<file path="src/rtl/nvram_upload_if.sv">
// Bundle of HPS ioctl, RAM read port and save-control signals for nvram_upload.
// The slave modport is the nvram_upload side; master is the surrounding system.
interface nvram_upload_if #(
    parameter int AW = 16
);
    logic          ioctl_upload;
    logic          ioctl_rd;
    logic [24:0]   ioctl_addr;
    logic [7:0]    ioctl_index;
    logic [7:0]    ioctl_din;
    logic          ioctl_wait;
    logic          ioctl_upload_req;
    logic [AW-1:0] ram_addr;
    logic          ram_req;
    logic          ram_ack;
    logic [7:0]    ram_data;
    logic          cpu_wr;
    logic          save_req;
    logic          err;

    modport master (
        output ioctl_upload, ioctl_rd, ioctl_addr, ioctl_index,
        output ram_ack, ram_data, cpu_wr, save_req,
        input  ioctl_din, ioctl_wait, ioctl_upload_req, ram_addr, ram_req, err
    );

    modport slave (
        input  ioctl_upload, ioctl_rd, ioctl_addr, ioctl_index,
        input  ram_ack, ram_data, cpu_wr, save_req,
        output ioctl_din, ioctl_wait, ioctl_upload_req, ram_addr, ram_req, err
    );
endinterface

</file>
<file path="src/rtl/nvram_upload.sv">
// nvram_upload: serves NVRAM bytes to the HPS during an ioctl upload session and
// requests an upload when dirty data is saved. Optional macro: NVRAM_UPLOAD_TIMEOUT_EN.
module nvram_upload #(
    parameter logic [7:0]  INDEX = 8'd4,
    parameter int          AW    = 16,
    parameter logic [16:0] SIZE  = 17'd1024,
    parameter int          TMO   = 255
) (
    input  logic          clk_sys,
    input  logic          RESET_n,
    nvram_upload_if.slave bus
);

    typedef enum logic [0:0] {
        ST_IDLE = 1'b0,
        ST_REQ  = 1'b1
    } state_e;

    state_e        state_r, state_s;
    logic [7:0]    din_r, din_s;
    logic          wait_r, wait_s;
    logic          ram_req_r, ram_req_s;
    logic [AW-1:0] ram_addr_r, ram_addr_s;
    logic          err_r, err_s;
    logic          upload_req_r, upload_req_s;
    logic          dirty_r, dirty_s;
    logic          save_d_r;
    logic          upload_d_r;

    logic          selected_s;
    logic          start_s;
    logic          save_rise_s;
    logic          in_range_s;
    logic          tmo_hit_s;

    assign selected_s  = bus.ioctl_upload && (bus.ioctl_index == INDEX);
    assign start_s     = selected_s && !upload_d_r;
    assign save_rise_s = bus.save_req && !save_d_r;
    assign in_range_s  = (bus.ioctl_addr < {8'd0, SIZE});

`ifdef NVRAM_UPLOAD_TIMEOUT_EN
    localparam int CW = (TMO < 2) ? 1 : $clog2(TMO + 1);

    logic [CW-1:0] tmo_cnt_r;

    assign tmo_hit_s = (tmo_cnt_r == CW'(TMO - 1));

    // Cycles spent waiting for ram_ack; cleared whenever the FSM is idle.
    always_ff @(posedge clk_sys or negedge RESET_n) begin
        if (!RESET_n) begin
            tmo_cnt_r <= {CW{1'b0}};
        end else if (state_r == ST_REQ) begin
            tmo_cnt_r <= tmo_cnt_r + {{(CW-1){1'b0}}, 1'b1};
        end else begin
            tmo_cnt_r <= {CW{1'b0}};
        end
    end
`else
    assign tmo_hit_s = 1'b0;
`endif

    // Read FSM next state and next output values.
    always_comb begin
        state_s    = state_r;
        din_s      = din_r;
        wait_s     = wait_r;
        ram_req_s  = ram_req_r;
        ram_addr_s = ram_addr_r;
        err_s      = err_r;
        case (state_r)
            ST_IDLE: begin
                if (selected_s && bus.ioctl_rd) begin
                    if (in_range_s) begin
                        state_s    = ST_REQ;
                        wait_s     = 1'b1;
                        ram_req_s  = 1'b1;
                        ram_addr_s = bus.ioctl_addr[AW-1:0];
                    end else begin
                        din_s = 8'hFF;
                    end
                end else begin
                    state_s = ST_IDLE;
                end
            end
            ST_REQ: begin
                // Session loss wins over a same-cycle ack: the byte has no reader.
                if (!bus.ioctl_upload) begin
                    state_s   = ST_IDLE;
                    wait_s    = 1'b0;
                    ram_req_s = 1'b0;
                end else if (bus.ram_ack) begin
                    state_s   = ST_IDLE;
                    din_s     = bus.ram_data;
                    wait_s    = 1'b0;
                    ram_req_s = 1'b0;
                end else if (tmo_hit_s) begin
                    state_s   = ST_IDLE;
                    din_s     = 8'h00;
                    wait_s    = 1'b0;
                    ram_req_s = 1'b0;
                    err_s     = 1'b1;
                end else begin
                    state_s = ST_REQ;
                end
            end
            default: begin
                state_s   = ST_IDLE;
                wait_s    = 1'b0;
                ram_req_s = 1'b0;
            end
        endcase
    end

    // Dirty tracking and upload request; a CPU write always re-dirties.
    always_comb begin
        dirty_s      = dirty_r;
        upload_req_s = upload_req_r;
        if (start_s) begin
            upload_req_s = 1'b0;
            dirty_s      = 1'b0;
        end else if (save_rise_s && dirty_r) begin
            upload_req_s = 1'b1;
        end else begin
            upload_req_s = upload_req_r;
        end
        if (bus.cpu_wr) begin
            dirty_s = 1'b1;
        end else begin
            dirty_s = dirty_s;
        end
    end

    // State and output registers.
    always_ff @(posedge clk_sys or negedge RESET_n) begin
        if (!RESET_n) begin
            state_r      <= ST_IDLE;
            din_r        <= 8'h00;
            wait_r       <= 1'b0;
            ram_req_r    <= 1'b0;
            ram_addr_r   <= {AW{1'b0}};
            err_r        <= 1'b0;
            upload_req_r <= 1'b0;
            dirty_r      <= 1'b0;
            save_d_r     <= 1'b0;
            upload_d_r   <= 1'b0;
        end else begin
            state_r      <= state_s;
            din_r        <= din_s;
            wait_r       <= wait_s;
            ram_req_r    <= ram_req_s;
            ram_addr_r   <= ram_addr_s;
            err_r        <= err_s;
            upload_req_r <= upload_req_s;
            dirty_r      <= dirty_s;
            save_d_r     <= bus.save_req;
            upload_d_r   <= bus.ioctl_upload;
        end
    end

    assign bus.ioctl_din        = din_r;
    assign bus.ioctl_wait       = wait_r;
    assign bus.ram_req          = ram_req_r;
    assign bus.ram_addr         = ram_addr_r;
    assign bus.err              = err_r;
    assign bus.ioctl_upload_req = upload_req_r;

endmodule

</file>
<file path="src/flat_wrapper.sv">
// flat-port wrapper written by rule: the top's interface ports become plain ports
module nvram_upload_flat 
#(
    parameter logic [7:0]  INDEX = 8'd4,
    parameter int          AW    = 16,
    parameter logic [16:0] SIZE  = 17'd1024,
    parameter int          TMO   = 255
)
  (clk_sys, RESET_n, bus_ioctl_upload, bus_ioctl_rd, bus_ioctl_addr, bus_ioctl_index, bus_ram_ack, bus_ram_data, bus_cpu_wr, bus_save_req, bus_ioctl_din, bus_ioctl_wait, bus_ioctl_upload_req, bus_ram_addr, bus_ram_req, bus_err);
  nvram_upload_if #(.AW(AW)) bus_i ();
  input  logic clk_sys;
  input  logic RESET_n;
  input wire logic [$bits(bus_i.ioctl_upload)-1:0] bus_ioctl_upload;
  input wire logic [$bits(bus_i.ioctl_rd)-1:0] bus_ioctl_rd;
  input wire logic [$bits(bus_i.ioctl_addr)-1:0] bus_ioctl_addr;
  input wire logic [$bits(bus_i.ioctl_index)-1:0] bus_ioctl_index;
  input wire logic [$bits(bus_i.ram_ack)-1:0] bus_ram_ack;
  input wire logic [$bits(bus_i.ram_data)-1:0] bus_ram_data;
  input wire logic [$bits(bus_i.cpu_wr)-1:0] bus_cpu_wr;
  input wire logic [$bits(bus_i.save_req)-1:0] bus_save_req;
  output wire logic [$bits(bus_i.ioctl_din)-1:0] bus_ioctl_din;
  output wire logic [$bits(bus_i.ioctl_wait)-1:0] bus_ioctl_wait;
  output wire logic [$bits(bus_i.ioctl_upload_req)-1:0] bus_ioctl_upload_req;
  output wire logic [$bits(bus_i.ram_addr)-1:0] bus_ram_addr;
  output wire logic [$bits(bus_i.ram_req)-1:0] bus_ram_req;
  output wire logic [$bits(bus_i.err)-1:0] bus_err;
  assign bus_i.ioctl_upload = bus_ioctl_upload;
  assign bus_i.ioctl_rd = bus_ioctl_rd;
  assign bus_i.ioctl_addr = bus_ioctl_addr;
  assign bus_i.ioctl_index = bus_ioctl_index;
  assign bus_i.ram_ack = bus_ram_ack;
  assign bus_i.ram_data = bus_ram_data;
  assign bus_i.cpu_wr = bus_cpu_wr;
  assign bus_i.save_req = bus_save_req;
  assign bus_ioctl_din = bus_i.ioctl_din;
  assign bus_ioctl_wait = bus_i.ioctl_wait;
  assign bus_ioctl_upload_req = bus_i.ioctl_upload_req;
  assign bus_ram_addr = bus_i.ram_addr;
  assign bus_ram_req = bus_i.ram_req;
  assign bus_err = bus_i.err;
  nvram_upload #(.INDEX(INDEX), .AW(AW), .SIZE(SIZE), .TMO(TMO)) u_core (.clk_sys(clk_sys), .RESET_n(RESET_n), .bus(bus_i));
endmodule
</file>
<file path="config.mk">
export PLATFORM = sky130hd
export DESIGN_NAME = nvram_upload_flat
export DESIGN_NICKNAME = d
export VERILOG_FILES = /design/src/rtl/nvram_upload_if.sv /design/src/rtl/nvram_upload.sv /design/src/flat_wrapper.sv
export SDC_FILE = /design/constraint.sdc
export NUM_CORES = 1
export LEC_CHECK = 0
export BUFFER_PORTS_ARGS = -buffer_cell sky130_fd_sc_hd__buf_2
export CORE_ASPECT_RATIO = 0.75
export CORE_UTILIZATION = 34
export CTS_CLUSTER_SIZE = 20
export DETAILED_ROUTE_END_ITERATION = 8
export PLACE_DENSITY = 0.72
export SLEW_MARGIN = 20
export SYNTH_ARGS = -nofsm -noshare
export SYNTH_HDL_FRONTEND = slang
export SYNTH_SLANG_ARGS = --single-unit
</file>
<file path="constraint.sdc">
create_clock -name clk_sys -period 2.4 [get_ports clk_sys]
set_input_delay 0.6 -clock clk_sys [delete_from_list [all_inputs] [get_ports clk_sys]]
set_output_delay 0.6 -clock clk_sys [all_outputs]
set_load 0.02 [all_outputs]
</file>
==> impl_metrics.toml, run 1 <==
[worst_setup_path]
critPathLaunchType = "primary input"
critical_path_arrival_ps = 1990
crit_chain = "buf_2, nor4_2, nand4_2, nor3_4, buf_4, mux2_2"
worstPathRequired_ps = 2550
critPathCaptureType = "flip-flop"
slowest_delay_ps = 360
crit_type = "primary input to flip-flop"
worstPathMaxFanout = 16
crit_path_top_delay_cell = "sky130_fd_sc_hd__mux2_2"
rr_worst_depth = 3

[flow_run]
max_cap_violations = 0

[die]
num_io_pins = 76
initial_utilization_pct = 35.34
die_w_um = 73.23
placementRows = 19
core_region_area_um2 = 3661
fp.dieH_um = 55.42
fp.dieArea_um2 = 4058

[grt]
number_of_global_route_vias_before_repair = 1023
grt_start_max_net_pins = 31
grt_antenna_before_repair = 0
grt_first_pass_wirelength_mm = 4.733
grt_use_total_pct = 15.43
gr-total-overflow = 0

[clock_tree]
post-cts-setup-buffer-count = 0
worst_skew_pair.late_latency_ps = 270
cts.path.max_buffers = 2
cts.reportedPaths.clkPinSlew_ps = 60
tritoncts.num_buffers = 5
cts.htree.levels = 2
cts_root_buffer = "sky130_fd_sc_hd__clkbuf_8"
tritoncts_num_sinks = 30
tritoncts = "built"
post_cts_resize_count = 0
holdBufCountCts = 0

[yosys]
synth_common_cells = "sky130_fd_sc_hd__dfrtp_1, sky130_fd_sc_hd__nand2_1, sky130_fd_sc_hd__nor2_1"
async_flop_share_pct = 100.0
syn-mean-instance-area_um2 = 11.66
netlist_instances = 111
synthFlopType = "sky130_fd_sc_hd__dfrtp_1"
area_fraction_of_the_dominant_cell_type_after_synthesis_pct = 58.03
synthDominantAreaCellType = "sky130_fd_sc_hd__dfrtp_1"
synth_area_um2 = 1294
edff_count_synth = 0
synth_area_leaders = "sky130_fd_sc_hd__dfrtp_1, sky130_fd_sc_hd__nand2_1, sky130_fd_sc_hd__a32oi_1, sky130_fd_sc_hd__mux2_2, sky130_fd_sc_hd__mux2_1"
flop_and_latch_count_out_of_synthesis = 30
ys.warnings.count = 0
synth_fp_nets = 159
post_synth_num_cell_types = 26
most_frequently_used_cell_type_in_the_post_synthesis_netlist = "sky130_fd_sc_hd__dfrtp_1"
register_area_share_after_synthesis_pct = 58.03

[sta]
fin_crit_sh_pct = 76.74
clock-skew-final_ps = 9.361
slew_headroom_pct = 54.74
slew_viol_final = 0
worst_pin_slew_ps = 678.9
final_setup_violating_endpoints = 0
timing.final.crit_period_ps = 1842
finalHoldViolations = 0
unrepaired_setup_endpoints_after_global_routing = "no"
maxClockFrequency_ghz = 0.5429
setup_total_negative_slack_ps = 0

[drt]
vias_per_cell = 4.542
detail-route-antenna-nets = 0
drc_errors = 0
wire_per_inst_um = 11.61
route.final.wire_length_mm = 2.787
dr.first_iter.drc_count = 64
drt-pass1-iter-count = 4
detailroute.via_count = 1090

[placed_design]
place_hpwl_mm = 2.109
numPortBuffers = 74
gpl.final_weighted_congestion = 0.6765

[final_layout]
drive_gt1_share_pct = 50.53
utilization_pct = 49.01
num_antenna_cells = 0
num-fill-cells = 357
nets = 235
areaGrowthSynthToFinish_pct = 38.68

[worst_hold_path]
min-delay-path-class = "primary input to async pin"

[power]
p_leak_nw = 0.9477
max-vdd-ir-drop_mv = 0.3835
power.density_cell_area_nw_per_um2 = 550.8

[outcome]
outcome = "finished clean"
## worst paths after layout
| path | startpoint | to | slack (ps) |
|---|---|---|---|
| setup reg to reg | u_core.state_r | u_core.bus.ram_addr[6] | 770 |
| hold / removal | RESET_n | u_core.bus.ram_addr[0] | 360 |
| setup / recovery | bus_ioctl_addr[21] | u_core.bus.ram_addr[6] | 560 |
| min in group clk_sys | bus_save_req | u_core.save_d_r | 450 |
| max in group asynchronous | RESET_n | u_core.bus.ram_addr[1] | 1620 |
| hold reg to reg | u_core.bus.ram_addr[3] | u_core.bus.ram_addr[3] | 480 |
## metrics by stage
step	hold slack, ps	setup slack (ps)	cell area, µm²	total power [mW]	std cells
floorplan	304.4	395.1	1294	0.5351	111
global placement	464.6	281.7	1699	0.5858	232
detailed placement	474.4	247.8	1699	0.5872	232
CTS	371.0	542.2	1794	0.9988	240
global route	393.3	421.2	1794	1.029	240
finish	356.1	558.2	1794	0.9882	240
## cells in the final DEF, fill, tap and decap left out, drive strengths merged
master,netlist,routed
buf,4,75
dfrtp,30,30
nand2,20,20
nor2,10,10
mux2,10,10
a32oi,8,8
nor2b,7,7
clkbuf,2,6
nor4,3,3
nor3,3,3
nand4,3,3
and2,2,2
nor4b,1,1
nor3b,1,1
o31ai,1,1
a2bb2oi,1,1
inv,1,1
a31oi,1,1
a21oi,1,1
a21o,1,1
conb,1,1
clkinv,0,1
clkinvlp,0,1
## state kept, by name, summed over array words and instances (netlist names)
signal                       cells
u_core.bus.ioctl_din             8
u_core.bus.ioctl_upload_req      1
u_core.bus.ioctl_wait            1
u_core.bus.ram_addr             16
u_core.dirty_r                   1
u_core.save_d_r                  1
u_core.state_r                   1
u_core.upload_d_r                1
## layer usage
metal	global-route usage (%)	wire, µm	vias up	share of wire, %
li1	-	-	544	-
met1	22.54	1398	506	50
met2	22.75	1239	37	44
met3	4.927	140	3	5.0
met4	2.521	8	0	0.29
met5	0	0	-	0
## logic make-up after synthesis
group                  synth area share, %
AOI/OAI and AO/OA                    8.125
buffers and inverters                3.191
other                               0.2899
muxes                                8.703
and+or+nand+nor                      21.66
DFF                                  58.03
## report_power, final
part           total (mW)  internal [mW]  leakage, nW  switching [mW]
sequential          0.508          0.507        0.362        0.000443
clock               0.411          0.230       0.0472           0.181
combinational      0.0689         0.0338        0.538          0.0351
total               0.988          0.771        0.948           0.217
## cell type report
type / count / area, µm² / share of cell area, %
Clock inverter: 2 / 12.51 / 0.6974
Sequential cell: 30 / 750.7 / 41.84
Inverter: 1 / 3.754 / 0.2092
Multi-Input combinational cell: 74 / 501.7 / 27.96
Timing Repair Buffer: 75 / 377.9 / 21.06
Tap cell: 52 / 65.06 / 3.626
Clock buffer: 6 / 82.58 / 4.603
## worst max-delay path: cells and delay by family
| family | cells | cell delay (ps) |
|---|---|---|
| AND/OR/NAND/NOR | 3 | 690 |
| multiplexers | 1 | 360 |
| buffers and inverters | 2 | 340 |
Note: power is estimated with default switching activity, not from simulation.
==> run 2, diff against run 1 <==
PLACE_DENSITY = 0.74   (was 0.72)
clock period = 1.65 ns   (was 2.4 ns; I/O delays follow)
==> run 2 against run 1 <==
  * Critical path depth stayed put
  * Core utilization increased by 3.9 points
  * First-iteration DRC count shrank 31%
  * Largest cell class unchanged
  * Critical endpoint is now u_core.bus.ram_addr[8]
==> impl_metrics.toml, run 2 (synthesis results as in run 1) <==
[outcome]
outcome = "finished clean"

[sta]
worst_slack_ps = 84.57
slew_headroom_pct = 56.60
fin_crit_sh_pct = 94.87
slew_viol_final = 0
final_setup_violating_endpoints = 0
finalHoldViolations = 0
setup_total_negative_slack_ps = 0
worst_pin_slew_ps = 651.0
clock-skew-final_ps = 3.698
timing.final.crit_period_ps = 1565
maxClockFrequency_ghz = 0.6388

[final_layout]
largest_register_ffs = 16
areaGrowthSynthToFinish_pct = 49.81
non_filler_cells_final = 249
nets = 244
mostFrequentLayoutCell = "sky130_fd_sc_hd__buf_2"
drive_gt1_share_pct = 54.82
num-fill-cells = 364
seq_area_um2 = 750.7
num_antenna_cells = 0
multiInputGateArea_um2 = 551.8
mostFrequentLayoutCells = "sky130_fd_sc_hd__buf_2, sky130_fd_sc_hd__dfrtp_1, sky130_fd_sc_hd__nand2_1, sky130_fd_sc_hd__nor2_1, sky130_fd_sc_hd__buf_4"

[power]
p_int_mw = 1.239
p_switching_uw = 337.7
power.total_mw = 1.576
max-vdd-ir-drop_mv = 0.4524
p_leak_nw = 1.012
power.density_cell_area_nw_per_um2 = 813.3
power.share.clock_pct = 45.8
sequential_share_of_power_pct = 46.9
switching_share_pct = 21.43
comb_power_share_pct = 7.4

[placed_design]
numPortBuffers = 74
detailedPlace.worstSlack_ps = -224.9
gpl.final_weighted_congestion = 0.7179
place_hpwl_mm = 2.339
numPlacedInstances = 240

[worst_setup_path]
worstPathMaxFanout = 14
crit_type = "primary input to flip-flop"
critPathLaunchType = "primary input"
crit_path_start = "bus_ioctl_addr[21]"
worstPathRequired_ps = 1820
r2r_slack_ps = 410
critPathCaptureType = "flip-flop"
critical_path_arrival_ps = 1730
timing.rr.start = "u_core.state_r"

[clock_tree]
tritoncts.num_buffers = 5
cts_root_buffer = "sky130_fd_sc_hd__clkbuf_8"
worst_skew_pair.late_latency_ps = 280
tritoncts = "built"
tritoncts_num_sinks = 30
cts.path.max_buffers = 2
cts.reportedPaths.clkPinSlew_ps = 60
cts.htree.levels = 2

[grt]
number_of_global_route_vias_before_repair = 1133
grt_start_max_net_pins = 31
grt_antenna_before_repair = 0
gr-total-overflow = 0
grt_use_total_pct = 17.25
grt_first_pass_wirelength_mm = 5.202

[drt]
wl_met2_mm = 1.489
detail-route-antenna-nets = 0
drt-pass1-iter-count = 4
detailroute.via_count = 1151
wire_per_inst_um = 12.61
dr.first_iter.drc_count = 44
vias_per_cell = 4.622
top_layer_used = "met4"
route.final.wire_length_mm = 3.141
drc_errors = 0
m1WireLength_mm = 1.379
routed-wl-met3_um = 225

[die]
fp.dieH_um = 55.42
die_w_um = 73.23
initial_utilization_pct = 35.34
num_io_pins = 76
fp.dieArea_um2 = 4058
core_region_area_um2 = 3661
placementRows = 19

[flow_run]
max_cap_violations = 0

[worst_hold_path]
min-delay-path-class = "primary input to async pin"
==> run 2: cell types whose count changed in the layout (fill, tap and decap cells not counted), sizes merged <==
cell / delta
clkbuf: -1
clkinvlp: -1
buf: +9
clkinv: +1
bufinv: +1
==> run 2: final cells by class <==
cell class | count | share of cell area, %
clock buffer | 5 | 3.551
sequential | 30 | 38.73
timing repair buffer | 84 | 23.63
inverter | 1 | 0.1937
multi-input combinational | 74 | 28.47
tap | 52 | 3.357
clock inverter | 3 | 2.066
==> run 2: metrics by stage <==
step / instance area (µm²) / hold slack (ps) / utilization, %
finish: 1938 / 155.4 / 52.94
global route: 1938 / 209.5 / 52.94
CTS: 1922 / 180.0 / 52.49
detailed placement: 1813 / 484.7 / 49.52
global placement: 1813 / 472.3 / 49.52
floorplan: 1335 / 116.9 / -
==> run 2: worst max-delay path, cell delays in order <==
cell and delay (ps):
sky130_fd_sc_hd__buf_2 120, sky130_fd_sc_hd__nor4_4 280, sky130_fd_sc_hd__nand4_2 170, sky130_fd_sc_hd__nor3_4 240
sky130_fd_sc_hd__buf_12 170, sky130_fd_sc_hd__mux2_2 330
==> run 2: power by group through the flow <==
stage | clock, mW | sequential (mW) | combinational (mW)
floorplan | 0 | 0.753 | 0.0277
global placement | 0 | 0.753 | 0.114
detailed placement | 0 | 0.753 | 0.115
CTS | 0.746 | 0.739 | 0.116
global route | 0.779 | 0.738 | 0.130
finish | 0.721 | 0.739 | 0.116
==> run 2: worst paths after layout <==
path                                      endpoint  cells past startpoint
setup / recovery            u_core.bus.ram_addr[8]                      6
hold / removal              u_core.bus.ram_addr[9]                      1
setup reg to reg            u_core.bus.ram_addr[8]                      3
hold reg to reg            u_core.bus.ram_addr[13]                      1
max in group asynchronous   u_core.bus.ram_addr[1]                      1
min in group clk_sys               u_core.save_d_r                      1
==> run 2: timing repair <==
| item | 4_1_cts | 5_1_grt |
|---|---|---|
| resized for setup | 0 | 1 |
| buffers inserted | 0 | 1 |
| hold buffers | 0 | 0 |
| setup endpoints to repair | 0 | 10 |
==> run 2: per-layer routing <==
| metal | vias up | track usage, % |
|---|---|---|
| li1 | 556 | - |
| met4 | 0 | 7.563 |
| met5 | - | 0 |
| met1 | 547 | 21.64 |
| met2 | 43 | 26.32 |
| met3 | 5 | 6.569 |
==> run 3, diff against run 2 <==
CORE_ASPECT_RATIO = default   (was 0.75)
PLACE_DENSITY = 0.75   (was 0.74)
==> run 3 against run 2 <==
  * Worst setup slack worse by 2.4 ps
  * Critical path depth is the same
  * Highest routed layer unchanged
  * Sequential power about the same
  * Count of clock-buffer cells in the layout stayed put
  * Clock skew decreased by 1.1 ps
  * Register-to-register slack about the same
  * Total power decreased by 12%
  * Worst hold slack better by 12 ps
  * Cell area is 2.7% lower
  * Core utilization shrank 1.4 points
  * Combinational power is 3% lower
==> impl_metrics.toml, run 3 (synthesis results as in run 1) <==
[clock_tree]
worst_skew_pair.late_latency_ps = 270
cts.path.max_buffers = 2
post_cts_resize_count = 0
cts.htree.levels = 2
cts.reportedPaths.clkPinSlew_ps = 60
post-cts-setup-buffer-count = 0
tritoncts_num_sinks = 30
holdBufCountCts = 0
cts_root_buffer = "sky130_fd_sc_hd__clkbuf_8"
tritoncts.num_buffers = 5
tritoncts = "built"

[sta]
setup_total_negative_slack_ps = 0
worst_pin_slew_ps = 659.2
clock-skew-final_ps = 2.628
slew_viol_final = 0
maxClockFrequency_ghz = 0.6378
worst_slack_ps = 82.21
timing.final.crit_period_ps = 1568
final_setup_violating_endpoints = 0
finalHoldViolations = 0
slew_headroom_pct = 56.05
fin_crit_sh_pct = 95.02
unrepaired_setup_endpoints_after_global_routing = "no"

[die]
fp.dieArea_um2 = 4056
initial_utilization_pct = 35.34
num_io_pins = 76
fp.dieH_um = 63.69
die_w_um = 63.69
core_region_area_um2 = 3661
placementRows = 22

[grt]
grt_start_max_net_pins = 31
grt_first_pass_wirelength_mm = 4.995
number_of_global_route_vias_before_repair = 1083
grt_use_met2_pct = 26.60
grt_antenna_before_repair = 0
grt_use_total_pct = 16.19
most_crowded_layer_after_global_routing = "met2"
gr-total-overflow = 0
grtUsageMet1_pct = 19.59
global_route.usage.met3_pct = 4.710

[drt]
detailroute.via_count = 1112
dr.first_iter.drc_count = 28
drt-pass1-iter-count = 2
detail-route-antenna-nets = 0
wire_per_inst_um = 11.98
route.final.wire_length_mm = 2.887
drc_errors = 0
vias_per_cell = 4.614

[final_layout]
mostFrequentLayoutCell = "sky130_fd_sc_hd__buf_2"
mostFrequentLayoutCells = "sky130_fd_sc_hd__buf_2, sky130_fd_sc_hd__dfrtp_1, sky130_fd_sc_hd__nand2_1, sky130_fd_sc_hd__nor2_1, sky130_fd_sc_hd__a32oi_1"
largest_register_ffs = 16
nets = 241
num_antenna_cells = 0
utilization_pct = 51.50
post-route-cell-area_um2 = 1886
drive_gt1_share_pct = 54.40
non_filler_cells_final = 241
areaGrowthSynthToFinish_pct = 45.74

[worst_setup_path]
crit_type = "primary input to flip-flop"
slowest_delay_ps = 330
reg2reg_to = "u_core.bus.ram_addr[5]"
crit_chain = "buf_2, nor4_4, nand4_2, nor3_4, buf_12, mux2_2"
critical_path.top_delay_family = "simple AND/OR/NAND/NOR gates"
critPathLaunchType = "primary input"
rr_worst_depth = 3
critPathCaptureType = "flip-flop"
worstPathRequired_ps = 1810
r2r_slack_ps = 410
timing.rr.start = "u_core.state_r"
worstPathMaxFanout = 14
crit_path_top_delay_cell = "sky130_fd_sc_hd__mux2_2"
critical_path_arrival_ps = 1720
cp_num_buf_inv = 2
crit_path_start = "bus_ioctl_addr[24]"

[power]
sequential_share_of_power_pct = 53.1
p_switching_uw = 318.0
max-vdd-ir-drop_mv = 0.4452
switching_share_pct = 22.83
p_int_mw = 1.075
comb_power_share_pct = 8.0
power.density_cell_area_nw_per_um2 = 738.6
power.share.clock_pct = 38.9
p_leak_nw = 0.9853

[outcome]
outcome = "finished clean"

[placed_design]
detailed_place.area_um2 = 1793
detailedPlace.worstSlack_ps = -223.6
gpl.final_weighted_congestion = 0.7496
numPlacedInstances = 234
place_hpwl_mm = 2.134
numPortBuffers = 74

[flow_run]
max_cap_violations = 0

[worst_hold_path]
min-delay-path-class = "primary input to async pin"
-- run 3: changes by cell type in the layout (fill, tap and decap cells not counted), sizes merged --
cell,previous run,this run
buf,84,81
bufinv,1,0
-- run 3: worst register-to-register path, cell delays in order (launching register included) --
cell and delay, ps:
sky130_fd_sc_hd__dfrtp_1 410, sky130_fd_sc_hd__nor3_4 210, sky130_fd_sc_hd__buf_12 170, sky130_fd_sc_hd__mux2_2 340
-- run 3: layout make-up --
cell class | instances | area (µm²)
sequential | 30 | 750.7
fill | 348 | 1775
multi-input combinational | 74 | 556.8
clock buffer | 5 | 68.82
tap | 48 | 60.06
inverter | 1 | 3.754
timing repair buffer | 81 | 435.4
clock inverter | 2 | 10.01
-- run 3: power by group through the flow --
stage / Combinational [mW] / Sequential (mW) / Clock [mW]
finish: 0.112 / 0.739 / 0.542
CTS: 0.111 / 0.739 / 0.560
global route: 0.127 / 0.739 / 0.604
detailed placement: 0.111 / 0.753 / 0
global placement: 0.110 / 0.753 / 0
floorplan: 0.0277 / 0.753 / 0
-- run 3: how the worst max path moves through the flow --
stage,slack [ps],endpoint,cells past startpoint
final,80,u_core.bus.ram_addr[5],6
after global routing,5,u_core.bus.ram_addr[6],6
after CTS,70,u_core.bus.ram_addr[5],6
after detailed placement,-220,u_core.bus.ram_addr[6],6
after global placement,-180,u_core.bus.ram_addr[0],6
after floorplan,-150,u_core.bus.ram_addr[1],5
-- run 3: per-stage QoR --
step	hold slack, ps	total power [mW]
after floorplan	116.9	0.7804
after global placement	460.9	0.8622
after detailed placement	477.1	0.8635
after CTS	193.4	1.410
after global routing	218.8	1.470
final	167.1	1.393
-- run 3: per-layer routing --
layer	routed length (µm)	vias to the layer above	part of all wire, %
met1	1302	519	45
met4	38	0	1.3
met5	0	-	0
li1	-	550	-
met2	1385	38	48
met3	160	5	5.5
